`src/rtl/bitty_pkg.sv`:
```
// Shared definitions for the bitty sequencer: FSM states, instruction formats
// and instruction field positions.
package bitty_pkg;

  typedef enum logic [2:0] {
    S_IDLE,
    S_FETCH,
    S_LOAD_I,
    S_EXEC_S,
    S_EXEC_C,
    S_WRITE,
    S_FAULT
  } state_t;

  typedef enum logic [1:0] {
    FMT_REG = 2'd0,
    FMT_IMM = 2'd1,
    FMT_JMP = 2'd2,
    FMT_NOP = 2'd3
  } fmt_t;

  localparam int INSTR_W = 16;
  localparam int FMT_LSB = 0;
  localparam int FMT_MSB = 1;
  localparam int JMP_LSB = 5;
  localparam int JMP_MSB = 12;
  localparam int RX_LSB  = 13;
  localparam int RX_MSB  = 15;

  function automatic logic [7:0] reg_onehot(input logic [2:0] idx);
    return 8'b1 << idx;
  endfunction

endpackage

```
`src/rtl/bitty_sequencer_if.sv`:
```
// Instruction-fetch bus between the sequencer (master) and instruction memory (slave).
interface bitty_sequencer_if #(parameter int PC_W = 8);

  logic            mem_req;
  logic [PC_W-1:0] mem_addr;
  logic            mem_ack;
  logic [15:0]     mem_rdata;

  modport master (output mem_req, mem_addr, input mem_ack, mem_rdata);
  modport slave  (input mem_req, mem_addr, output mem_ack, mem_rdata);

endinterface

```
`src/rtl/bitty_fetch.sv`:
```
// Program counter, fetch request and acknowledge-timeout counter.
module bitty_fetch #(
  parameter int PC_W        = 8,
  parameter int ACK_TIMEOUT = 15
) (
  input  logic            clk,
  input  logic            reset,
  input  logic            fetching,
  input  logic            pc_clear,
  input  logic            pc_inc,
  input  logic            pc_load,
  input  logic [PC_W-1:0] pc_target,
  output logic            timeout,
  bitty_sequencer_if.master mem
);

  localparam int CNT_W = $clog2(ACK_TIMEOUT + 1);
  localparam logic [CNT_W-1:0] CNT_LAST = CNT_W'(ACK_TIMEOUT - 1);

  logic [PC_W-1:0]  pc;
  logic [CNT_W-1:0] wait_cnt;

  always_ff @(posedge clk or posedge reset) begin
    if (reset)         pc <= '0;
    else if (pc_clear) pc <= '0;
    else if (pc_load)  pc <= pc_target;
    else if (pc_inc)   pc <= pc + PC_W'(1);
  end

  // wait_cnt equals the number of unacknowledged FETCH cycles already spent
  always_ff @(posedge clk or posedge reset) begin
    if (reset)                      wait_cnt <= '0;
    else if (!fetching || mem.mem_ack) wait_cnt <= '0;
    else                            wait_cnt <= wait_cnt + CNT_W'(1);
  end

  assign timeout      = fetching && !mem.mem_ack && (wait_cnt == CNT_LAST);
  assign mem.mem_req  = fetching;
  assign mem.mem_addr = pc;

endmodule

```
`src/rtl/bitty_sequencer.sv`:
```
// Control sequencer: fetches 16-bit instructions and pulses the datapath load
// strobes in order; jumps and NOPs retire straight out of LOAD_I.
module bitty_sequencer
  import bitty_pkg::*;
#(
  parameter int PC_W        = 8,
  parameter int ACK_TIMEOUT = 15
) (
  input  logic        clk,
  input  logic        reset,
  input  logic        start,
  input  logic        stop,
  bitty_sequencer_if.master mem,
  output logic [15:0] instruction,
  output logic        en_i,
  output logic        en_s,
  output logic        en_c,
  output logic [7:0]  en_reg,
  output logic        busy,
  output logic        fault,
  output logic [15:0] retired
);

  state_t          state, state_nxt;
  fmt_t            fmt;
  logic            stop_q, timeout, fetching, retire;
  logic            pc_clear, pc_inc, pc_load;
  logic [PC_W-1:0] pc_target;

  assign fmt       = fmt_t'(instruction[FMT_MSB:FMT_LSB]);
  assign pc_target = PC_W'(instruction[JMP_MSB:JMP_LSB]);
  assign fetching  = (state == S_FETCH);
  assign busy      = (state != S_IDLE) && (state != S_FAULT);
  assign fault     = (state == S_FAULT);

  bitty_fetch #(.PC_W(PC_W), .ACK_TIMEOUT(ACK_TIMEOUT)) u_fetch (
    .clk(clk), .reset(reset), .fetching(fetching), .pc_clear(pc_clear),
    .pc_inc(pc_inc), .pc_load(pc_load), .pc_target(pc_target),
    .timeout(timeout), .mem(mem)
  );

  always_ff @(posedge clk or posedge reset) begin
    if (reset) state <= S_IDLE;
    else       state <= state_nxt;
  end

  always_comb begin
    state_nxt = state;
    en_i      = 1'b0;
    en_s      = 1'b0;
    en_c      = 1'b0;
    en_reg    = '0;
    pc_clear  = 1'b0;
    pc_inc    = 1'b0;
    pc_load   = 1'b0;
    retire    = 1'b0;
    case (state)
      S_IDLE:   if (start) begin pc_clear = 1'b1; state_nxt = S_FETCH; end
      S_FETCH: begin
        if (mem.mem_ack)  state_nxt = S_LOAD_I;
        else if (timeout) state_nxt = S_FAULT;
      end
      S_LOAD_I: begin
        en_i = 1'b1;
        case (fmt)
          FMT_JMP: begin pc_load = 1'b1; retire = 1'b1; end
          FMT_NOP: begin pc_inc  = 1'b1; retire = 1'b1; end
          default: state_nxt = S_EXEC_S;
        endcase
      end
      S_EXEC_S: begin en_s = 1'b1; state_nxt = S_EXEC_C; end
      S_EXEC_C: begin en_c = 1'b1; state_nxt = S_WRITE; end
      S_WRITE: begin
        en_reg = reg_onehot(instruction[RX_MSB:RX_LSB]);
        pc_inc = 1'b1;
        retire = 1'b1;
      end
      S_FAULT:  state_nxt = S_FAULT;
      default:  state_nxt = S_IDLE;
    endcase
    // a stop arriving in the retire cycle itself still counts
    if (retire) state_nxt = (stop_q || stop) ? S_IDLE : S_FETCH;
  end

  always_ff @(posedge clk or posedge reset) begin
    if (reset)                         instruction <= '0;
    else if (fetching && mem.mem_ack)  instruction <= mem.mem_rdata;
  end

  always_ff @(posedge clk or posedge reset) begin
    if (reset)       retired <= '0;
    else if (retire) retired <= retired + 16'd1;
  end

  always_ff @(posedge clk or posedge reset) begin
    if (reset)                 stop_q <= 1'b0;
    else if (state == S_IDLE)  stop_q <= 1'b0;
    else if (stop)             stop_q <= 1'b1;
  end

endmodule

```
`src/flat_wrapper.sv`:
```
// flat-port wrapper written by rule: the top's interface ports become plain ports
module bitty_sequencer_flat import bitty_pkg::*;
#(
  parameter int PC_W        = 8,
  parameter int ACK_TIMEOUT = 15
)
  (clk, reset, start, stop, instruction, en_i, en_s, en_c, en_reg, busy, fault, retired, mem_mem_req, mem_mem_addr, mem_mem_ack, mem_mem_rdata);
  bitty_sequencer_if #(.PC_W(PC_W)) mem_i ();
  input  logic clk;
  input  logic reset;
  input  logic start;
  input  logic stop;
  output logic [15:0] instruction;
  output logic en_i;
  output logic en_s;
  output logic en_c;
  output logic [7:0] en_reg;
  output logic busy;
  output logic fault;
  output logic [15:0] retired;
  output wire logic [$bits(mem_i.mem_req)-1:0] mem_mem_req;
  output wire logic [$bits(mem_i.mem_addr)-1:0] mem_mem_addr;
  input wire logic [$bits(mem_i.mem_ack)-1:0] mem_mem_ack;
  input wire logic [$bits(mem_i.mem_rdata)-1:0] mem_mem_rdata;
  assign mem_mem_req = mem_i.mem_req;
  assign mem_mem_addr = mem_i.mem_addr;
  assign mem_i.mem_ack = mem_mem_ack;
  assign mem_i.mem_rdata = mem_mem_rdata;
  bitty_sequencer #(.PC_W(PC_W), .ACK_TIMEOUT(ACK_TIMEOUT)) u_core (.clk(clk), .reset(reset), .start(start), .stop(stop), .mem(mem_i), .instruction(instruction), .en_i(en_i), .en_s(en_s), .en_c(en_c), .en_reg(en_reg), .busy(busy), .fault(fault), .retired(retired));
endmodule
```
`config.mk`:
```
export PLATFORM = sky130hd
export DESIGN_NAME = bitty_sequencer_flat
export DESIGN_NICKNAME = d
export VERILOG_FILES = /design/src/rtl/bitty_pkg.sv /design/src/rtl/bitty_sequencer_if.sv /design/src/rtl/bitty_fetch.sv /design/src/rtl/bitty_sequencer.sv /design/src/flat_wrapper.sv
export SDC_FILE = /design/constraint.sdc
export NUM_CORES = 1
export LEC_CHECK = 0
export BUFFER_PORTS_ARGS = -buffer_cell sky130_fd_sc_hd__buf_2
export CAP_MARGIN = 20
export CORE_MARGIN = 8
export CORE_UTILIZATION = 35
export DETAILED_ROUTE_END_ITERATION = 8
export PLACE_DENSITY = 0.56
export SYNTH_ARGS = -nofsm -noshare
export SYNTH_HDL_FRONTEND = slang
export SYNTH_HIERARCHICAL = 1
export SYNTH_SLANG_ARGS = --single-unit
```
`constraint.sdc`:
```
create_clock -name clk -period 5 [get_ports clk]
set_clock_uncertainty 0.2 [all_clocks]
set_input_delay 1.5 -clock clk [delete_from_list [all_inputs] [get_ports clk]]
set_output_delay 1.5 -clock clk [all_outputs]
set_load 0.05 [all_outputs]
```
* Word-level counts from Yosys, hierarchy flattened
Index checks and enable logic that the tools add are counted.
** Word-level totals
- Register bits :: 48
- Logic and storage cells :: 63
** Operators by class
- Add/sub/neg operators :: 3
- Equality and inequality tests :: 14
- Shift-type cells :: 1
- Multiplexer cells :: 25
- Reduce and logical (&&, ||, !) cells :: 14
** Operators by type and width (count)
- 2-to-1 mux 8 bit :: 4
- one-hot mux 3 bit (7 select lines) :: 1
- adder 16 x 1 -> 16 bit (second input constant) :: 1
- 2-to-1 mux 3 bit :: 5
- 2-to-1 mux 1 bit :: 12
- equality test 3 bit (second input constant) :: 3
- adder 8 x 1 -> 8 bit (second input constant) :: 1
- left shift 1 x 3 -> 8 bit (first input constant) :: 1
- equality test 3 x 2 -> 1 bit (second input constant) :: 2
- != test 3 x 2 -> 1 bit (second input constant) :: 2
- nonzero test 3 bit :: 2
- adder 4 x 1 -> 4 bit (second input constant) :: 1
- equality test 2 bit (second input constant) :: 2
- equality test 4 bit (second input constant) :: 1
- logical AND 1 bit :: 4
- 2-to-1 mux 4 bit :: 1
- != test 4 x 3 -> 1 bit (second input constant) :: 1
- one-hot mux 1 bit (2 select lines) :: 2
- AND reduction 4 bit :: 1
- equality test 3 x 1 -> 1 bit (second input constant) :: 1
- zero test 3 bit :: 1
- != test 3 bit (second input constant) :: 1
- zero test 1 bit :: 2
- logical OR 1 bit :: 2
- 3 further kinds :: 3

* Logic depth before layout (Yosys ltp)
Gate-level depths: netlist of run 1.
- Depth in word-level cells :: 7
- Depth in mapped cells :: 8

* By module
Netlist of run 1, hierarchy kept.
** By module, submodules not included
- bitty_sequencer :: instances 1, cells each 152, area an instance 1714.1 sq um, seq. area each 900.9 sq um
- bitty_fetch :: instances 1, cells each 66, area an instance 700.7 sq um, seq. area each 300.3 sq um

* Worst setup path before layout of run 1
Ideal clock, no wire load.
- Kind :: register to output
- Start point :: register u_core.instruction[15]
- End point :: output en_reg[0]
- Arrival time :: 2.010 ns
- Data required time :: 3.300 ns
- Path slack :: 1.290 ns
- Cell stages (with the launch flop) :: 3
- Buffers on the path :: 0
- Cells stage by stage :: dfrtp_1 -> or2_2 -> nor3_1
** Between the ends
- Word-level cells in the longest chain between the ends :: 2
** Ends and longest elaborated chain
- start, declared :: RTL line bitty_sequencer.sv:14 : output logic [15:0] instruction,
- start signal, assigned :: RTL line bitty_sequencer.sv:87 : else if (fetching && mem.mem_ack) instruction <= mem.mem_rdata;
- left shift 1 x 3 -> 8 bit :: RTL line bitty_pkg.sv:31 : return 8'b1 << idx;
- 2-to-1 mux 8 bit :: RTL line bitty_sequencer.sv:57 : case (state)
- end, declared :: RTL line flat_wrapper.sv:17 : output logic [7:0] en_reg;
No other way between the ends.

* Final worst setup path of run 1
- Start point :: register u_core.state[1]
- End point :: output en_reg[0]
** Between the ends
- Word-level cells in the longest chain between the ends :: 2
** Ends and longest elaborated chain
- start, declared :: RTL line bitty_sequencer.sv:24 : state_t state, state_nxt;
- start signal, assigned :: RTL line bitty_sequencer.sv:44 : else state <= state_nxt;
- equality test 3 bit :: RTL line bitty_sequencer.sv:57
- 2-to-1 mux 8 bit :: RTL line bitty_sequencer.sv:57
No other way between the ends.

==> results by group, run 1 <==
Status
  – Outcome: finished, final reports clean

Placed design
  – Post-place setup slack: 1.69 ns
  – Port bufs: 74
  – Routability cong.: 0.792
  – DP Cell Count: 365
  – Placed Area: 2840 um^2
  – Detail Placement HPWL: 4440 um

Detailed routing
  – First-pass detailed-route iteration total: 6
  – Drt wl/cell: 15.7 um
  – Via-per-instance ratio: 5.00
  – Post-DRT Antenna Nets: 0
  – Overall routed net length: 5860 um
  – DRC viols: 0
  – Via Count: 1870
  – DRT iter0 DRCs: 97

Floorplanning
  – DIE HEIGHT: 99.1 um
  – # rows: 30
  – Die width: 99.1 um
  – Die footprint: 9810 um^2
  – Core area: 6720 um^2
  – Initial core utilization: 0.359
  – I/O Pins: 75

Layout
  – Total area of sequential cells: 1200 um^2
  – Finished Cell Area: 2990 um^2
  – FILL cells: 676
  – Final nets: 318
  – Area of the multi-input gates: 1110 um^2
  – Area delta synth->final: 23.9%
  – Share of cells above drive strength 1: 0.378
  – Final Instance Count excl. Fillers: 374
  – N_diodes: 0
  – Core Util, Final: 0.445

Pwr
  – Sequential share of power: 0.545
  – Static leakage: 1.48 nW
  – Clock power share: 0.427
  – Worst vdd ir: 99.9 uV
  – Sw Ratio: 0.195
  – Net load switching power: 0.138 mW
  – Pint: 0.573 mW
  – Gate power share: 0.028
  – Overall Power: 0.711 mW
  – Cell area power density: 238 nW/um^2

Run
  – Number of max-cap violations: 0

Timing
  – Hold_ws: 0.274 ns
  – Slew headroom: 0.356
  – Post-layout min period: 3.63 ns
  – Final period utilization: 0.726
  – Max frequency: 275 MHz
  – Final Setup Violations: 0
  – RSZ-0062 raised after global routing: no
  – Actual slew at the worst max-slew pin: 0.966 ns
  – Endpoints failing hold: 0
  – PnR worst setup slack: 1.37 ns
  – Slew Viols, Final: 0
  – TNS Setup: 0 ns

Clock network
  – Hold_buf cts: 0
  – Clk pin slew, worst setup/hold paths: 0.08 ns
  – Clk_lat worst skew: 0.29 ns
  – Bufs on Longest Clock Path: 2
  – Post-CTS Repair Setup Buffers: 0
  – H-tree Lvls: 2
  – CTS root buf: clkbuf_8
  – Clock Sinks: 48
  – CTS Buf Count: 5
  – CTS resizes: 0
  – CTS tree: yes

Global routing
  – Largest net degree at the start of global routing: 26
  – GRT Util Overall: 0.123
  – Via count of the first global-routing pass: 1930
  – First-pass GRT wire length: 9920 um
  – Initial antenna violation count: 0
  – Global route total overflow: 0

Yosys
  – Synth Cell Area: 2410 um^2
  – Post-synthesis sequential area ratio: 0.497
  – Syn nets: 243
  – Yosys warns: 6
  – Main synth FF type: dfrtp_1
  – Syn avg cell area: 11.1 um^2
  – Yosys cell types: 43
  – Post-synth EDFFs: 0
  – Post-Synthesis Cells: 218
  – Synth Register Bits: 48
  – Asr flop ratio synth: 1.00

Setup path
  – WS Path Type: flop to output port
  – Startpoint types: flop
  – CP endpoint kind: output port
  – Crit path max-delay cell type: dfrtp_1
  – Worst R2R Start: u_core/state[0]
  – CP peak stage delay: 0.53 ns
  – Worst path cell trace: nand3b_1 > or2_2 > nor3_1 > buf_2
  – CP arrival: 1.93 ns
  – Critical path fanouts, max: 15
  – Critical path data required time: 3.30 ns
  – Origin of the worst setup path: u_core/state[1]

Min path
  – Worst hold path class: flop to flop
  – Hold Crit Start: u_core/retired[15]
-- power by group through the flow --
stage                     logic (mW)  clock network, mW  registers [mW]
final                         0.0199              0.304           0.388
after global routing          0.0227              0.330           0.388
after CTS                     0.0184              0.317           0.388
after detailed placement      0.0182                  0           0.396
after global placement        0.0180                  0           0.396
after floorplan              0.00640                  0           0.396
-- worst paths after layout --
kind	end	slack, ns	depth (start not counted)
hold / removal	u_core/retired[15]	0.27	1
min in group asynchronous	u_core/instruction[13]	0.96	2
hold reg to reg	u_core/retired[15]	0.27	1
max in group asynchronous	u_core/retired[13]	3.00	4
setup / recovery	en_reg[0]	1.37	4
setup reg to reg	u_core/u_fetch/mem.mem_addr[7]	2.23	5
-- logic make-up (layout without fill, tap and decap cells) --
logic type	count (synthesis)	in the layout	synth area share
fa+ha+maj	4	4	0.0207
simple gates	84	84	0.191
xor+xnor	20	20	0.0725
compound gates	24	24	0.0824
buf+inv	20	96	0.0409
flops	48	48	0.497
mux	18	18	0.0948
-- cell usage in the layout, fill, tap and decap left out, drive strengths merged, types with 4 or more instances in the layout --
| cell type | instances |
|---|---|
| nand4 | 10 |
| dfrtp | 48 |
| buf | 76 |
| xnor2 | 16 |
| nor3 | 5 |
| o21ai | 5 |
| nand3 | 4 |
| clkbuf | 7 |
| mux2 | 15 |
| a2111oi | 4 |
| ha | 4 |
| nor2 | 27 |
| xor2 | 4 |
| and4 | 4 |
| nand2 | 11 |
| inv | 12 |
| nor2b | 4 |
| and3 | 6 |
-- cell type report --
cell class	instances	share of cell area
multi-input combinational	150	0.372
clock buffer	7	0.0322
sequential	48	0.401
clock inverter	1	0.0100
inverter	12	0.0151
timing repair buffer	76	0.135
tap	80	0.0334
-- per-layer routing --
layer / vias up / share of wire / GRT usage
li1: 915 / - / -
met1: 913 / 0.45 / 0.155
met2: 40 / 0.49 / 0.202
met3: 2 / 0.053 / 0.0402
met4: 0 / 0.0026 / 0.0244
met5: - / 0 / 0
-- state kept, by name, indices dropped and copies added, names as in the netlist --
| register | flops |
|---|---|
| u_core/u_fetch/mem.mem_addr | 8 |
| u_core/u_fetch/wait_cnt | 4 |
| u_core/stop_q | 1 |
| u_core/instruction | 16 |
| u_core/state | 3 |
| u_core/retired | 16 |
-- critical path, delay by kind of cell (launching register included) --
kind                   cells  cell delay, ns
and+or+nand+nor            3            0.82
DFF                        1            0.53
buffers and inverters      1            0.29
-- Yosys cell counts (all sizes together), types with 2 or more instances --
master / number / area, um^2
dfrtp: 48 / 1200
nor2: 27 / 101
xnor2: 16 / 140
mux2: 15 / 199
inv: 12 / 45.0
nand2: 11 / 41.3
nand4: 10 / 62.6
buf: 7 / 50.1
and3: 6 / 43.8
nor3: 5 / 25.0
o21ai: 5 / 25.0
a2111oi: 4 / 60.1
and4: 4 / 36.3
ha: 4 / 50.1
nand3: 4 / 20.0
nor2b: 4 / 25.0
xor2: 4 / 35.0
a211oi: 3 / 22.5
a21oi: 3 / 18.8
a311oi: 3 / 26.3
and2: 3 / 18.8
mux2i: 3 / 30.0
nand2b: 3 / 18.8
a221oi: 2 / 17.5
and4b: 2 / 22.5
Note: power is estimated with default switching activity, not from simulation.
==> run 2, diff against run 1 <==
--- a/config.mk
+++ b/config.mk
@@ -10,7 +10,7 @@
 export CORE_MARGIN = 8
 export CORE_UTILIZATION = 35
 export DETAILED_ROUTE_END_ITERATION = 8
-export PLACE_DENSITY = 0.56
+export PLACE_DENSITY = 0.58
 export SYNTH_ARGS = -nofsm -noshare
 export SYNTH_HDL_FRONTEND = slang
 export SYNTH_HIERARCHICAL = 1
==> constraint.sdc (replaced) <==
create_clock -name clk -period 2.95 [get_ports clk]
set_clock_uncertainty 0.2 [all_clocks]
set_input_delay 0.885 -clock clk [delete_from_list [all_inputs] [get_ports clk]]
set_output_delay 0.885 -clock clk [all_outputs]
set_load 0.05 [all_outputs]
==> results by group, run 2 (synthesized netlist as in run 1, its figures left out) <==
Timing
  – RSZ-0062 raised after global routing: no (unchanged)
  – Endpoints failing hold: 0 (unchanged)
  – Actual slew at the worst max-slew pin: 0.697 ns (was 0.966 ns)
  – Max frequency: 354 MHz
  – Slew Viols, Final: 0 (unchanged)
  – Final period utilization: 0.957
  – TNS Setup: 0 ns (unchanged)
  – Slew headroom: 0.535 (was 0.356)
  – Final Setup Violations: 0 (unchanged)
  – Post-layout min period: 2.82 ns

Clock network
  – Bufs on Longest Clock Path: 2 (unchanged)
  – Clock Sinks: 48 (unchanged)
  – CTS tree: yes (unchanged)
  – CTS root buf: clkbuf_8 (unchanged)
  – H-tree Lvls: 2 (unchanged)
  – Clk_lat worst skew: 0.29 ns (about the same)
  – Hold_buf cts: 0 (unchanged)
  – CTS resizes: 0 (unchanged)
  – Clk pin slew, worst setup/hold paths: 0.08 ns (about the same)
  – Post-CTS Repair Setup Buffers: 0 (unchanged)
  – CTS Buf Count: 5 (unchanged)

Pwr
  – Static leakage: 1.49 nW (was 1.48 nW)
  – Worst vdd ir: 191 uV (was 99.9 uV)
  – Overall Power: 1.05 mW (was 0.711 mW)
  – Cell area power density: 351 nW/um^2 (was 238 nW/um^2)

Floorplanning
  – Die width: 99.1 um (unchanged)
  – # rows: 30 (unchanged)
  – DIE HEIGHT: 99.1 um (unchanged)
  – Initial core utilization: 0.359 (unchanged)
  – I/O Pins: 75 (unchanged)
  – Core area: 6720 um^2 (unchanged)
  – Die footprint: 9810 um^2 (unchanged)

Global routing
  – Largest net degree at the start of global routing: 23 (was 26)
  – GRT Util Overall: 0.126 (was 0.123)
  – Global route total overflow: 0 (unchanged)
  – First-pass GRT wire length: 9870 um (was 9920 um)
  – Initial antenna violation count: 0 (unchanged)
  – Via count of the first global-routing pass: 2004 (was 1930)

Detailed routing
  – Via-per-instance ratio: 5.04 (was 5.00)
  – Via Count: 1910 (was 1870)
  – DRT iter0 DRCs: 42 (was 97)
  – Post-DRT Antenna Nets: 0 (unchanged)
  – Overall routed net length: 6020 um (was 5860 um)
  – Drt wl/cell: 15.9 um (was 15.7 um)
  – DRC viols: 0 (unchanged)
  – First-pass detailed-route iteration total: 4 (was 6)

Placed design
  – Detail Placement HPWL: 4610 um (was 4440 um)
  – Routability cong.: 0.720 (was 0.792)
  – Port bufs: 74 (unchanged)

Setup path
  – CP peak stage delay: 0.38 ns (was 0.53 ns)
  – CP endpoint kind: output port (unchanged)
  – Critical path fanouts, max: 4 (was 15)
  – Top delay family on crit path: simple AND/OR/NAND/NOR gates (unchanged)
  – Worst path cell trace: nand3b_1 > or2_2 > nor2_1 > buf_2 (was nand3b_1 > or2_2 > nor3_1 > buf_2)
  – Startpoint types: flop (unchanged)
  – Critical path data required time: 1.87 ns (was 3.30 ns)
  – Crit path max-delay cell type: dfrtp_1 (unchanged)
  – Crit path buffers/inverters: 1 (unchanged)
  – CP arrival: 1.74 ns (was 1.93 ns)
  – WS Path Type: flop to output port (unchanged)

Layout
  – Most common cell after layout, fill and taps aside: buf_2 (unchanged)
  – Share of cells above drive strength 1: 0.391 (was 0.378)
  – Commonest non-fill, non-tap cells in the layout: buf_2, dfrtp_1, nor2_1 (unchanged)
  – Final nets: 324 (was 318)
  – Area delta synth->final: 23.9% (about the same)
  – Core Util, Final: 0.445 (about the same)
  – N_diodes: 0 (unchanged)

Run
  – Number of max-cap violations: 0 (unchanged)

Min path
  – Worst hold path class: flop to flop (unchanged)

Status
  – Outcome: finished, final reports clean (unchanged)
-- run 2: cell types whose count changed in the layout (fill, tap and decap cells not counted), moves of 2 or more --
cell and change:
nor3_1 -2, clkbuf_8 -2, buf_4 +6, nor3_2 +2
-- run 2: layout make-up --
| cell class | instances | area (um^2) |
|---|---|---|
| multi-input cells | 150 | 1120 |
| clock inverters | 1 | 5.00 |
| clock buffers | 6 | 72.6 |
| well taps | 80 | 100 |
| repair buffers | 82 | 443 |
| inverters | 12 | 45.0 |
| flip-flops and latches | 48 | 1200 |
| fillers | 664 | 3730 |
-- run 2: layer usage --
layer / GRT usage / share of wire / vias to the layer above
met1: 0.159 / 0.47 / 924
met5: 0 / 0 / -
met4: 0.0326 / 0.0068 / 0
li1: - / - / 930
met2: 0.201 / 0.47 / 51
met3: 0.0416 / 0.059 / 5
-- run 2: final timing paths --
check	from	endpoint	slack, ns	depth (start not counted)
worst max-delay path	u_core/state[1]	en_reg[3]	0.13	4
worst max register to register	u_core/state[0]	u_core/u_fetch/mem.mem_addr[7]	0.69	6
max in group asynchronous	reset	u_core/instruction[13]	1.49	3
worst min-delay path	u_core/retired[15]	u_core/retired[15]	0.27	1
min in group asynchronous	reset	u_core/u_fetch/wait_cnt[0]	0.40	2
worst min register to register	u_core/retired[15]	u_core/retired[15]	0.27	1
-- run 2: stage by stage --
stage | cells | area, um^2 | setup slack [ns] | hold WS (ns)
2_1_floorplan | 218 | 2420 | 0.0344 | 0.254
3_3_place_gp | 372 | 2910 | 0.482 | 0.257
3_5_place_dp | 372 | 2910 | 0.448 | 0.260
4_1_cts | 379 | 2990 | 0.113 | 0.274
5_1_grt | 379 | 2990 | 0.0207 | 0.281
6_report | 379 | 2990 | 0.127 | 0.268
-- run 2: where the power goes --
group,internal [mW],switching [mW]
combinational,0.0127,0.0182
clock,0.161,0.199
sequential,0.657,0.0000000000000000177
==> run 3, diff against run 2 <==
--- a/config.mk
+++ b/config.mk
@@ -5,13 +5,13 @@
 export SDC_FILE = /design/constraint.sdc
 export NUM_CORES = 1
 export LEC_CHECK = 0
-export BUFFER_PORTS_ARGS = -buffer_cell sky130_fd_sc_hd__buf_2
+export BUFFER_PORTS_ARGS = -buffer_cell sky130_fd_sc_hd__clkbuf_2
 export CAP_MARGIN = 20
 export CORE_MARGIN = 8
 export CORE_UTILIZATION = 35
+export CTS_CLUSTER_SIZE = 28
 export DETAILED_ROUTE_END_ITERATION = 8
-export PLACE_DENSITY = 0.58
+export PLACE_DENSITY = 0.59
 export SYNTH_ARGS = -nofsm -noshare
 export SYNTH_HDL_FRONTEND = slang
-export SYNTH_HIERARCHICAL = 1
 export SYNTH_SLANG_ARGS = --single-unit
==> results by group, run 3 <==
Status
  – Outcome: finished, final reports clean (unchanged)

Timing
  – Actual slew at the worst max-slew pin: 0.620 ns (was 0.697 ns)
  – Final period utilization: 0.944 (was 0.957)
  – Max frequency: 359 MHz (was 354 MHz)
  – Slew headroom: 0.584 (was 0.535)
  – Final Setup Violations: 0 (unchanged)
  – Slew Viols, Final: 0 (unchanged)
  – Post-layout min period: 2.78 ns (was 2.82 ns)
  – Endpoints failing hold: 0 (unchanged)
  – PnR worst setup slack: 0.166 ns (was 0.127 ns)
  – Hold_ws: 0.285 ns (was 0.268 ns)
  – RSZ-0062 raised after global routing: no (unchanged)

Detailed routing
  – Post-DRT Antenna Nets: 0 (unchanged)
  – First-pass detailed-route iteration total: 4 (unchanged)
  – Via-per-instance ratio: 4.96 (was 5.04)
  – Metal3 WL: 331 um (was 353 um)
  – Met2 Wirelength: 2500 um (was 2810 um)
  – Top layer in use: met4 (unchanged)
  – DRC viols: 0 (unchanged)
  – Via Count: 1800 (was 1910)
  – Overall routed net length: 5470 um (was 6020 um)
  – Drt wl/cell: 15.1 um (was 15.9 um)
  – DRT iter0 DRCs: 41 (was 42)
  – Metal1 wirelength: 2560 um (was 2810 um)

Run
  – Number of max-cap violations: 0 (unchanged)

Global routing
  – First-pass GRT wire length: 9310 um (was 9870 um)
  – GRT Util Overall: 0.119 (was 0.126)
  – Via count of the first global-routing pass: 1859 (was 2004)
  – Global route total overflow: 0 (unchanged)
  – Largest net degree at the start of global routing: 26 (was 23)
  – Initial antenna violation count: 0 (unchanged)

Floorplanning
  – I/O Pins: 75 (unchanged)
  – Die footprint: 9510 um^2 (was 9810 um^2)
  – Core area: 6390 um^2 (was 6720 um^2)
  – Die width: 97.5 um (was 99.1 um)
  – Initial core utilization: 0.364 (was 0.359)
  – DIE HEIGHT: 97.5 um (was 99.1 um)
  – # rows: 29 (was 30)

Clock network
  – Post-CTS Repair Setup Buffers: 0 (unchanged)
  – Clock Sinks: 48 (unchanged)
  – H-tree Lvls: 2 (unchanged)
  – CTS tree: yes (unchanged)
  – Clk_lat worst skew: 0.31 ns (was 0.29 ns)
  – Clk pin slew, worst setup/hold paths: 0.10 ns (was 0.08 ns)
  – CTS root buf: clkbuf_8 (unchanged)
  – Bufs on Longest Clock Path: 2 (unchanged)
  – CTS Buf Count: 5 (unchanged)

Yosys
  – Syn avg cell area: 11.2 um^2 (was 11.1 um^2)
  – Yosys top cell by area: dfrtp_1 (unchanged)
  – Synth top area share: 0.516 (was 0.497)
  – Post-synthesis sequential area ratio: 0.516 (was 0.497)
  – Count leader, synth: dfrtp_1 (unchanged)
  – Main synth FF type: dfrtp_1 (unchanged)
  – Syn nets: 233 (was 243)
  – Yosys warns: 0 (was 6)
  – Synth top cells by count: dfrtp_1, nor2_1, mux2_2 (was dfrtp_1, nor2_1, xnor2_1)
  – Post-Synthesis Cells: 208 (was 218)
  – Post-synth EDFFs: 0 (unchanged)
  – Synth area leaders: dfrtp_1, mux2_2, xnor2_1 (was dfrtp_1, xnor2_1, mux2_4)
  – Asr flop ratio synth: 1.00 (unchanged)
  – Synth Cell Area: 2330 um^2 (was 2410 um^2)
  – Synth Register Bits: 48 (unchanged)
  – Yosys cell types: 41 (was 43)

Setup path
  – CP arrival: 1.70 ns (was 1.74 ns)
  – CP peak stage delay: 0.51 ns (was 0.38 ns)
  – Worst R2R Setup Slack: 0.73 ns (was 0.69 ns)
  – WS Path Type: flop to output port (unchanged)
  – Crit path max-delay cell type: dfrtp_2 (was dfrtp_1)
  – Top delay family on crit path: simple AND/OR/NAND/NOR gates (unchanged)
  – Critical path fanouts, max: 15 (was 4)
  – CP endpoint kind: output port (unchanged)
  – Startpoint types: flop (unchanged)
  – Critical path data required time: 1.87 ns (about the same)
  – Crit path buffers/inverters: 1 (unchanged)
  – Worst path cell trace: and3b_1 > nand2_1 > nor2_1 > clkbuf_2 (was nand3b_1 > or2_2 > nor2_1 > buf_2)

Layout
  – Area delta synth->final: 25.5% (was 23.9%)
  – Final nets: 310 (was 324)
  – Commonest non-fill, non-tap cells in the layout: clkbuf_2, dfrtp_1, nor2_1 (was buf_2, dfrtp_1, nor2_1)
  – Most common cell after layout, fill and taps aside: clkbuf_2 (was buf_2)
  – Share of cells above drive strength 1: 0.392 (was 0.391)
  – FILL cells: 632 (was 664)
  – N_diodes: 0 (unchanged)
  – Finished Cell Area: 2920 um^2 (was 2990 um^2)

Pwr
  – Overall Power: 3.17 mW (was 1.05 mW)
  – Cell area power density: 1090 nW/um^2 (was 351 nW/um^2)
  – Static leakage: 1.40 nW (was 1.49 nW)
  – Worst vdd ir: 589 uV (was 191 uV)

Min path
  – Worst hold path class: flop to flop (unchanged)

Placed design
  – Routability cong.: 0.763 (was 0.720)
  – Port bufs: 74 (unchanged)
  – Post-place setup slack: 0.389 ns (was 0.448 ns)
  – Detail Placement HPWL: 4140 um (was 4610 um)
  – Placed Area: 2800 um^2 (was 2910 um^2)
[run 3: cell count changes after synthesis, moves of 3 or more]
cell,previous run,this run
mux2_2,7,16
nor2_1,27,18
mux2_4,8,0
inv_1,12,6
nand4_1,10,5
a2111oi_2,4,0
nand3_1,4,8
a211oi_1,3,0
a311oi_1,3,0
and3_1,4,7
and4_1,3,0
mux2i_1,3,6
nor3b_1,0,3
o2bb2ai_1,1,4
[run 3: per-layer routing]
layer	vias to the layer above	track usage
met2	51	0.188
met1	863	0.145
met5	-	0
li1	881	-
met3	5	0.0391
met4	0	0.0455
[run 3: worst reg2reg max path, cell delays in order, from the launching register on]
cell       delay (ns)
dfrtp_2          0.51
nand4bb_1        0.48
nor2_2           0.54
mux2i_1          0.25
o22ai_1          0.09
[run 3: worst paths after layout]
path	from	depth (start not counted)	end
worst max register to register	u_core.state[2]	4	u_core.u_fetch.mem.mem_addr[0]
worst min register to register	u_core.retired[15]	1	u_core.retired[15]
min in group asynchronous	reset	2	u_core.u_fetch.wait_cnt[2]
worst min-delay path	u_core.retired[15]	1	u_core.retired[15]
max in group asynchronous	reset	3	u_core.u_fetch.mem.mem_addr[0]
worst max-delay path	u_core.state[1]	4	en_reg[6]
[run 3: per-stage QoR]
step | std cells | util | TNS, ns
floorplan | 208 | - | -0.153
global placement | 355 | 0.438 | 0
detailed placement | 355 | 0.438 | 0
CTS | 363 | 0.457 | 0
global route | 363 | 0.457 | 0
finish | 363 | 0.457 | 0
[run 3: cell type report]
cell class / count / area (um^2) / share of cell area
Timing Repair Buffer: 77 / 405 / 0.139
Multi-Input combinational cell: 147 / 1070 / 0.368
Sequential cell: 48 / 1200 / 0.412
Clock buffer: 5 / 68.8 / 0.0236
Clock inverter: 3 / 47.5 / 0.0163
Tap cell: 77 / 96.3 / 0.0330
Inverter: 6 / 22.5 / 0.00772
[run 3: cell families after synthesis]
kind of cell / synth area share
flops: 0.516
xor+xnor: 0.0678
fa+ha+maj: 0.0215
simple gates: 0.176
mux: 0.118
compound gates: 0.0715
buf+inv: 0.0285
[run 3: report_power, final]
group	internal [mW]	switching, mW	total [mW]
combinational	0.455	1.11	1.56
clock	0.256	0.237	0.493
sequential	0.860	0.262	1.12
total	1.57	1.60	3.17
[run 3: timing repair]
item / in CTS / in global routing
hold buffers: 0 / 0
setup endpoints to repair: 0 / 4
gates resized for setup: 0 / 2
